<file path="config.mk">
export PLATFORM = sky130hd
export DESIGN_NAME = vpifo_req_router_flat
export DESIGN_NICKNAME = d
export VERILOG_FILES = /design/src/rtl/vpifo_req_router_if.sv /design/src/rtl/vpifo_req_router.sv /design/src/flat_wrapper.sv
export SDC_FILE = /design/constraint.sdc
export NUM_CORES = 1
export LEC_CHECK = 0
export BUFFER_PORTS_ARGS = -buffer_cell sky130_fd_sc_hd__buf_2
export CORE_AREA = 2 2 179 181
export CTS_CLUSTER_SIZE = 16
export DETAILED_ROUTE_END_ITERATION = 8
export DIE_AREA = 0 0 181 183
export PLACE_DENSITY_LB_ADDON = 0.12
export SETUP_SLACK_MARGIN = 0.2
export SLEW_MARGIN = 40
export SYNTH_ARGS = -nofsm -noshare
export SYNTH_HDL_FRONTEND = slang
export SYNTH_SLANG_ARGS = --single-unit
</file>
<file path="constraint.sdc">
create_clock -name clk -period 6.3 [get_ports clk]
set_clock_uncertainty 0.2 [all_clocks]
set_input_delay 0.63 -clock clk [delete_from_list [all_inputs] [get_ports clk]]
set_output_delay 0.63 -clock clk [all_outputs]
set_load 0.05 [all_outputs]
</file>
<file path="src/rtl/vpifo_req_router_if.sv">
// ============================================================================
// vpifo_req_router_if : request stream and per-lane issue bus of the PIFO router
// Rev 1.0
// ============================================================================
`default_nettype none

interface vpifo_req_router_if #(
  parameter int PTW      = 16,
  parameter int MTW      = 0,
  parameter int LEVEL    = 4,
  parameter int TREE_NUM = 4
);
  localparam int DW        = PTW + MTW;
  localparam int TREE_BITS = $clog2(TREE_NUM);

  logic                                req_valid;
  logic                                req_ready;
  logic                                req_push;
  logic [TREE_BITS-1:0]                req_tree_id;
  logic [DW-1:0]                       req_data;
  logic                                req_err;
  logic [LEVEL-1:0]                    push;
  logic [LEVEL-1:0]                    pop;
  logic [LEVEL-1:0][DW-1:0]            push_data;
  logic [LEVEL-1:0][TREE_BITS-1:0]     tree_id;
  logic [LEVEL-1:0]                    task_fifo_full;
  logic [TREE_NUM-1:0]                 tree_empty;

  modport master (
    output req_valid, req_push, req_tree_id, req_data, task_fifo_full,
    input  req_ready, req_err, push, pop, push_data, tree_id, tree_empty
  );

  modport slave (
    input  req_valid, req_push, req_tree_id, req_data, task_fifo_full,
    output req_ready, req_err, push, pop, push_data, tree_id, tree_empty
  );
endinterface

`default_nettype wire

</file>
<file path="src/rtl/vpifo_req_router.sv">
// ============================================================================
// vpifo_req_router : routes push/pop requests into per-lane queues and issues
//                    them to the tree-top level ports; tracks tree occupancy.
// Rev 1.0
// ============================================================================
`default_nettype none

module vpifo_req_router #(
  parameter int PTW      = 16,
  parameter int MTW      = 0,
  parameter int LEVEL    = 4,
  parameter int TREE_NUM = 4,
  parameter int Q_DEPTH  = 4,
  parameter int OCC_W    = 10
) (
  input  logic                clk,
  input  logic                arst_n,
  vpifo_req_router_if.slave   bus
);
  localparam int DW        = PTW + MTW;
  localparam int LANE_BITS = $clog2(LEVEL);
  localparam int TREE_BITS = $clog2(TREE_NUM);
  localparam int PTR_W     = $clog2(Q_DEPTH);
  localparam int CNT_W     = PTR_W + 1;
  localparam int ENTRY_W   = 1 + TREE_BITS + DW;
  localparam logic [OCC_W-1:0] OCC_MAX = '1;

  logic [OCC_W-1:0]     occ [TREE_NUM];
  logic [LANE_BITS-1:0] lane_in;
  logic [OCC_W-1:0]     occ_in;
  logic                 accept;
  logic                 reject;
  logic                 enq_ok;
  logic [LEVEL-1:0]     q_full;
  logic                 err_q;

  assign lane_in       = bus.req_tree_id[LANE_BITS-1:0];
  assign occ_in        = occ[bus.req_tree_id];
  assign bus.req_ready = arst_n && !q_full[lane_in];
  assign accept        = bus.req_valid && bus.req_ready;
  assign reject        = bus.req_push ? (occ_in == OCC_MAX) : (occ_in == '0);
  assign enq_ok        = accept && !reject;
  assign bus.req_err   = err_q;

  always_ff @(posedge clk) begin
    if (!arst_n) err_q <= 1'b0;
    else         err_q <= accept && reject;
  end

  // Occupancy moves at accept time so back-to-back push/pop of one tree is legal.
  generate
    for (genvar t = 0; t < TREE_NUM; t++) begin : g_tree
      always_ff @(posedge clk) begin
        if (!arst_n) begin
          occ[t] <= '0;
        end else if (enq_ok && bus.req_tree_id == TREE_BITS'(t)) begin
          occ[t] <= bus.req_push ? occ[t] + 1'b1 : occ[t] - 1'b1;
        end
      end
      assign bus.tree_empty[t] = (occ[t] == '0);
    end
  endgenerate

  generate
    for (genvar l = 0; l < LEVEL; l++) begin : g_lane
      logic [ENTRY_W-1:0] mem [Q_DEPTH];
      logic [PTR_W-1:0]   rd_ptr;
      logic [PTR_W-1:0]   wr_ptr;
      logic [CNT_W-1:0]   cnt;
      logic               enq;
      logic               deq;
      logic [ENTRY_W-1:0] head;
      logic               push_q;
      logic               pop_q;
      logic [DW-1:0]      data_q;
      logic [TREE_BITS-1:0] id_q;

      assign enq       = enq_ok && (lane_in == LANE_BITS'(l));
      assign q_full[l] = (cnt == CNT_W'(Q_DEPTH));
      assign deq       = (cnt != '0) && !bus.task_fifo_full[l];
      assign head      = mem[rd_ptr];

      always_ff @(posedge clk) begin
        if (enq) mem[wr_ptr] <= {bus.req_push, bus.req_tree_id, bus.req_data};
      end

      always_ff @(posedge clk) begin
        if (!arst_n) begin
          rd_ptr <= '0;
          wr_ptr <= '0;
          cnt    <= '0;
          push_q <= 1'b0;
          pop_q  <= 1'b0;
          data_q <= '1;
          id_q   <= '0;
        end else begin
          if (enq) wr_ptr <= wr_ptr + 1'b1;
          if (deq) rd_ptr <= rd_ptr + 1'b1;
          cnt    <= cnt + CNT_W'(enq) - CNT_W'(deq);
          push_q <= deq && head[ENTRY_W-1];
          pop_q  <= deq && !head[ENTRY_W-1];
          // Pop strobes carry zero data; idle lanes park at all-ones.
          data_q <= deq ? (head[ENTRY_W-1] ? head[DW-1:0] : '0) : '1;
          id_q   <= deq ? head[DW +: TREE_BITS] : '0;
        end
      end

      assign bus.push[l]      = push_q;
      assign bus.pop[l]       = pop_q;
      assign bus.push_data[l] = data_q;
      assign bus.tree_id[l]   = id_q;
    end
  endgenerate

endmodule

`default_nettype wire

</file>
<file path="src/flat_wrapper.sv">
// flat-port wrapper written by rule: the top's interface ports become plain ports
module vpifo_req_router_flat 
#(
  parameter int PTW      = 16,
  parameter int MTW      = 0,
  parameter int LEVEL    = 4,
  parameter int TREE_NUM = 4,
  parameter int Q_DEPTH  = 4,
  parameter int OCC_W    = 10
)
  (clk, arst_n, bus_req_valid, bus_req_push, bus_req_tree_id, bus_req_data, bus_task_fifo_full, bus_req_ready, bus_req_err, bus_push, bus_pop, bus_push_data, bus_tree_id, bus_tree_empty);
  vpifo_req_router_if #(.PTW(PTW), .MTW(MTW), .LEVEL(LEVEL), .TREE_NUM(TREE_NUM)) bus_i ();
  input  logic clk;
  input  logic arst_n;
  input wire logic [$bits(bus_i.req_valid)-1:0] bus_req_valid;
  input wire logic [$bits(bus_i.req_push)-1:0] bus_req_push;
  input wire logic [$bits(bus_i.req_tree_id)-1:0] bus_req_tree_id;
  input wire logic [$bits(bus_i.req_data)-1:0] bus_req_data;
  input wire logic [$bits(bus_i.task_fifo_full)-1:0] bus_task_fifo_full;
  output wire logic [$bits(bus_i.req_ready)-1:0] bus_req_ready;
  output wire logic [$bits(bus_i.req_err)-1:0] bus_req_err;
  output wire logic [$bits(bus_i.push)-1:0] bus_push;
  output wire logic [$bits(bus_i.pop)-1:0] bus_pop;
  output wire logic [$bits(bus_i.push_data)-1:0] bus_push_data;
  output wire logic [$bits(bus_i.tree_id)-1:0] bus_tree_id;
  output wire logic [$bits(bus_i.tree_empty)-1:0] bus_tree_empty;
  assign bus_i.req_valid = bus_req_valid;
  assign bus_i.req_push = bus_req_push;
  assign bus_i.req_tree_id = bus_req_tree_id;
  assign bus_i.req_data = bus_req_data;
  assign bus_i.task_fifo_full = bus_task_fifo_full;
  assign bus_req_ready = bus_i.req_ready;
  assign bus_req_err = bus_i.req_err;
  assign bus_push = bus_i.push;
  assign bus_pop = bus_i.pop;
  assign bus_push_data = bus_i.push_data;
  assign bus_tree_id = bus_i.tree_id;
  assign bus_tree_empty = bus_i.tree_empty;
  vpifo_req_router #(.PTW(PTW), .MTW(MTW), .LEVEL(LEVEL), .TREE_NUM(TREE_NUM), .Q_DEPTH(Q_DEPTH), .OCC_W(OCC_W)) u_core (.clk(clk), .arst_n(arst_n), .bus(bus_i));
endmodule
</file>
==> flow_summary.ini, run 1 <==
[place]
io_buffer_count = 111
placed_cell_area_sq_um = 19310
dpl.hpwl_microns = 21740
gp_routability_congestion = 0.8487

[clock_network]
cts_root_buffer = clkbuf_16
postCtsSetupBuffers = 0
cts-resized-gates = 0
cts_sinks = 461
htreeDepth = 2
cts_hold_repair.buffers = 0
clk_pin_slew_ns = 0.06
cts_tree = built
clock_latency_ns = 0.54
numCtsBuffers = 45
ctsLongestPathBuffers = 3

[worst_setup_path]
rr_worst_depth = 10
path_class = input pin to flip-flop
worstPathRequired_ns = 6.53
cp-end-kind = flip-flop
critPathArrivalTime_ns = 3.96
crit_path_start_kind = input pin
crit_fanout = 33

[sta]
fin_crit_sh_pct = 59.20
fmax_ghz = 0.2681
finalHoldViolCount = 0
min_period_ns = 3.730
rsz0062_at_grt = no
worst_pin_slew_ns = 0.7651
tns_ns = 0
finalSetupViolCount = 0
slew_violations = 0
slew_headroom_pct = 48.96

[power]
seq_power_share_pct = 44.1
power.density_nw_per_um2 = 387.7
p_sw_mw = 2.241
netSwitchingFraction_pct = 27.60
peakVddDrop_mv = 0.2500
clkPwrFrac_pct = 35.5
p_leak_nw = 7.637
intPower_mw = 5.879
comb_power_share_pct = 20.4

[synthesis]
syn_area_per_cell_sq_um = 15.99
syn-num-nets = 1241
netlist.area_leader.share_pct = 56.14
syn_inst = 1151
syn_area_sq_um = 18400
yosysUniqueCellTypes = 45
synth_flop_cell = edfxtp_1
synth-edff-count = 344
synth_top_area_cell = edfxtp_1
yosys-top-cells-area = edfxtp_1 56%, dfxtp_1 13%, mux4_2 10%, ha_1 3.8%, inv_1 2.0%
synth-seq-cells = 461
ys_async_sr_fraction_pct = 0
seq_area_frac_synth_pct = 68.87
synth_warnings = 0

[layout]
finalInstanceArea_sq_um = 20940
nets = 1356
final_common_cell = edfxtp_1
layout_common_cells = 344 x edfxtp_1, 115 x dfxtp_1, 111 x buf_2
area_growth_pct = 13.82
drive_gt1_share_pct = 23.64
nFillCells = 2162

[grt]
first_global_vias = 9502
grt_pass1_wl_microns = 54520
grt_overflow_total = 0
grt_max_degree = 53
grt_usage_pct = 21.74
antenna_found_initial = 3

[drt]
wl_per_cell_microns = 20.41
avgViaCountPerCell = 5.632
drtIter0Drc = 841
drc = 0
dr.pass1.iters = 5
vias = 9608
routed_wl_microns = 34820
ant_nets = 0

[run]
maxCapViolCount = 0

[floorplan]
dieWidth_microns = 181
fp.dieH_microns = 183
rows = 65
io_pins = 112
start_util_pct = 58.92
dieArea_sq_um = 33120
core_sq_um = 31230

[hold_path]
hold_depth = 2
hp-class = flip-flop to flip-flop

[status]
status = finished clean
## power by group through the flow
stage	registers (mW)	logic, mW	clock network, mW
3_3_place_gp	3.64	1.65	0
5_1_grt	3.60	1.82	3.06
3_5_place_dp	3.64	1.68	0
6_report	3.58	1.66	2.88
4_1_cts	3.58	1.69	2.94
2_1_floorplan	3.93	0.993	0
## per-stage QoR
stage / instances / util (%) / worst slack [ns] / hold slack [ns] / total power [mW]
3_3_place_gp: 1621 / 61.71 / 1.871 / 0.2857 / 5.290
5_1_grt: 1705 / 67.06 / 2.362 / 0.2936 / 8.476
3_5_place_dp: 1621 / 61.83 / 1.894 / 0.2911 / 5.324
2_1_floorplan: 1151 / - / 2.493 / 0.2685 / 4.923
4_1_cts: 1705 / 67.05 / 2.443 / 0.2682 / 8.203
6_report: 1706 / 67.06 / 2.570 / 0.2945 / 8.120
## flip-flops by register name, indices dropped and copies added, names as in the netlist, named ones only
name                  count
u_core.bus.req_err        1
u_core.occ               40
u_core.g_lane.pop_q       4
u_core.g_lane.wr_ptr      8
u_core.g_lane.cnt        12
u_core.g_lane.data_q     64
u_core.g_lane.mem       304
u_core.g_lane.rd_ptr      8
u_core.g_lane.push_q      4
u_core.g_lane.id_q        8
## worst max-delay path, cell delays in order
cell	delay [ns]
buf_2	0.56
mux4_2	0.60
nor4_1	0.32
nand3_1	0.14
o31ai_2	0.13
or4b_1	0.53
inv_2	0.13
ha_1	0.23
fa_1	0.41
xnor2_1	0.13
and2_1	0.14
## cell type report
type	count	area (sq um)	share of cell area, %
Sequential cell	461	12670	60.52
Multi-Input combinational cell	537	5129	24.49
Clock buffer	61	1257	6.004
Timing Repair Buffer	121	630.6	3.011
Tap cell	402	503.0	2.402
Inverter	100	375.4	1.792
Clock inverter	23	371.6	1.774
Antenna cell	1	2.502	0.01195
## kinds of logic (layout without fill, tap and decap cells)
kind of cell | count (synthesis) | in the layout | share of synthesized area [%]
compound gates | 144 | 144 | 4.590
xor+xnor | 44 | 44 | 2.094
fa+ha+maj | 64 | 64 | 4.678
buf+inv | 153 | 305 | 3.468
flops | 461 | 461 | 68.87
mux | 98 | 98 | 10.93
other cells | 0 | 1 | 0
simple gates | 187 | 187 | 5.372
## cells in the mapped netlist (3+ instances only)
cell type,n
a2111o_1,4
a2111oi_0,4
a21o_1,12
a21oi_1,32
a31oi_1,4
and2_0,4
and2_1,46
and3_1,8
buf_2,6
buf_4,9
buf_6,3
clkbuf_1,35
dfxtp_1,117
edfxtp_1,344
fa_1,8
ha_1,56
inv_1,96
inv_2,4
mux2_2,4
mux2i_1,12
mux4_2,82
nand2_1,35
nand3_1,6
nor2_1,44
nor2b_1,3
nor3_1,14
nor4_1,6
o21a_1,5
o21ai_0,68
o21ai_1,4
o21bai_1,4
o31ai_1,4
or4_1,9
xnor2_1,26
xor2_1,18
## layer usage
layer	share of wire, %	vias to the layer above	GRT usage [%]	routed length [microns]
met2	48	262	35.69	16830
met1	44	4785	30.90	15440
met5	0.037	-	0	13
met4	1.6	2	5.528	565
li1	-	4509	-	-
met3	5.7	50	3.614	1978
## worst paths after layout
path         slack (ns)                    endpoint                  startpoint
max reg2reg        2.87     u_core.g_lane[1].cnt[2]            u_core.occ[2][9]
max                2.57     u_core.g_lane[1].cnt[2]          bus_req_tree_id[0]
min reg2reg        0.29  u_core.g_lane[1].wr_ptr[1]  u_core.g_lane[1].wr_ptr[1]
min                0.29  u_core.g_lane[1].wr_ptr[1]  u_core.g_lane[1].wr_ptr[1]
No activity file was read; power rests on OpenSTA's default activity.
==> run 2: changes to the inputs <==
clock period = 3.85 ns   (was 6.3 ns; I/O delays follow)
==> run 2 against run 1 <==
  * First-iteration DRC count is 8.6% lower
  * Via count is 1.8% higher
  * Combinational power up 62%
  * Final area decreased by 0.24%
  * Utilization decreased by 0.16 points
  * Non-clock buffer count is 24 higher
  * Register-to-register slack got worse by 2.2 ns
  * Largest power group unchanged
==> flow_summary.ini, run 2 (synthesis results as in run 1) <==
[clock_network]
ctsLongestPathBuffers = 3
clock_latency_ns = 0.55
cts-resized-gates = 0
numCtsBuffers = 46
htreeDepth = 2
clk_pin_slew_ns = 0.06
cts_sinks = 461
cts_hold_repair.buffers = 0
postCtsSetupBuffers = 0
cts_root_buffer = clkbuf_16
cts_tree = built

[sta]
min_period_ns = 3.164
finalHoldViolCount = 0
rsz0062_at_grt = no
worst_pin_slew_ns = 0.7420
fin_crit_sh_pct = 82.18
slew_violations = 0
slew_headroom_pct = 50.47
holdWs_ns = 0.02324
finalSetupViolCount = 0
tns_ns = 0
setup_ws_ns = 0.6863
fmax_ghz = 0.3161

[layout]
nFillCells = 2197
final_util_pct = 66.90
nets = 1381
final_common_cell = edfxtp_1
num_antenna_cells = 0
layout_common_cells = 344 x edfxtp_1, 116 x dfxtp_1, 111 x buf_2
largest_register_ffs = 304
finalInstanceArea_sq_um = 20890
max_flop_register = u_core.g_lane.mem
drive_gt1_share_pct = 23.34
reg.largest.list = u_core.g_lane.mem (304), u_core.g_lane.data_q (64), u_core.occ (40)
area_growth_pct = 13.54

[grt]
grt_usage_pct = 22.03
grt_pass1_wl_microns = 55560
use_met1_pct = 30.52
antenna_found_initial = 1
grt_max_degree = 53
use_met2_pct = 36.62
busiest_layer = met2
grt_use_met3_pct = 4.269
grt_overflow_total = 0
first_global_vias = 9769

[hold_path]
hp-class = input pin to flip-flop
holdPathEnd = u_core.bus.req_err
hold_start = bus_req_valid
hold_depth = 3

[place]
placed_cell_area_sq_um = 19480
io_buffer_count = 111
gp_routability_congestion = 0.8053
dpl.hpwl_microns = 22140
dp_slack_ns = 0.2449

[worst_setup_path]
critPathArrivalTime_ns = 3.41
timing.rr.start = u_core.occ[2][5]
path_class = flip-flop to flip-flop
rr_worst_depth = 11
regToRegSetupSlack_ns = 0.69
cp-end-kind = flip-flop
rr_endpoint = u_core.g_lane[0].cnt[2]
worstPathRequired_ns = 4.10
crit_fanout = 6
crit_path_start_kind = flip-flop

[status]
status = finished clean

[drt]
drc = 0
vias = 9781
avgViaCountPerCell = 5.654
ant_nets = 0
routed_wl_microns = 35380
drtIter0Drc = 769
dr.pass1.iters = 4
wl_per_cell_microns = 20.45

[run]
maxCapViolCount = 0

[floorplan]
rows = 65
dieArea_sq_um = 33120
start_util_pct = 58.92
dieWidth_microns = 181
core_sq_um = 31230
io_pins = 112
fp.dieH_microns = 183

[power]
power.density_nw_per_um2 = 610.4
p_leak_nw = 7.662
peakVddDrop_mv = 0.3821
## run 2: cell count changes in the layout (fill, tap and decap cells not counted), moves of 3 or more
cell | previous run | this run
bufinv_16 | 9 | 1
clkbuf_8 | 5 | 2
clkinv_1 | 4 | 9
and2_2 | 16 | 4
clkinv_2 | 5 | 9
and2_1 | 30 | 44
buf_4 | 10 | 33
## run 2: how the worst max path moves through the flow
| stage | to | startpoint | cells after the start |
|---|---|---|---|
| 6_report | u_core.g_lane[0].cnt[2] | u_core.occ[2][5] | 11 |
| 5_1_grt | u_core.g_lane[0].cnt[2] | u_core.occ[2][5] | 11 |
| 4_1_cts | u_core.g_lane[0].cnt[2] | u_core.occ[2][5] | 11 |
| 3_5_place_dp | u_core.g_lane[0].cnt[2] | bus_req_tree_id[0] | 12 |
| 3_3_place_gp | u_core.g_lane[3].mem[0][11] | bus_req_tree_id[0] | 7 |
| 2_1_floorplan | u_core.g_lane[0].cnt[2] | bus_req_tree_id[1] | 14 |
## run 2: area by class of cell
| type | instances | area (sq um) | area share (%) |
|---|---|---|---|
| multi-input combinational | 537 | 5104 | 24.43 |
| tap | 402 | 503.0 | 2.407 |
| clock buffer | 60 | 1224 | 5.857 |
| clock inverter | 25 | 191.4 | 0.9162 |
| inverter | 100 | 375.4 | 1.797 |
| timing repair buffer | 145 | 823.3 | 3.940 |
| sequential | 461 | 12670 | 60.66 |
## run 2: where the power goes
group	leakage, nW	internal, mW	switching [mW]	total [mW]
clock	0.692	2.33	1.82	4.15
combinational	2.86	1.07	1.62	2.69
sequential	4.11	5.67	0.247	5.92
total	7.66	9.06	3.69	12.8
## run 2: worst max-delay path: stages, from the launching register on
cell      delay (ns)
edfxtp_1        0.45
mux4_2          0.50
nand4_1         0.14
o31ai_2         0.12
or4_4           0.50
inv_2           0.11
ha_1            0.14
inv_1           0.05
fa_1            0.42
xnor2_1         0.14
xnor2_1         0.13
and2_1          0.15
## run 2: layer usage
metal | wire (microns) | vias up
met5 | 13 | -
met4 | 653 | 2
met3 | 1842 | 46
met2 | 17170 | 247
met1 | 15700 | 4921
li1 | - | 4565
## run 2: through the flow
stage,cells,power [mW]
after floorplan,1151,8.057
after global placement,1645,8.676
after detailed placement,1645,8.732
after CTS,1730,12.88
after global routing,1730,13.37
final,1730,12.75
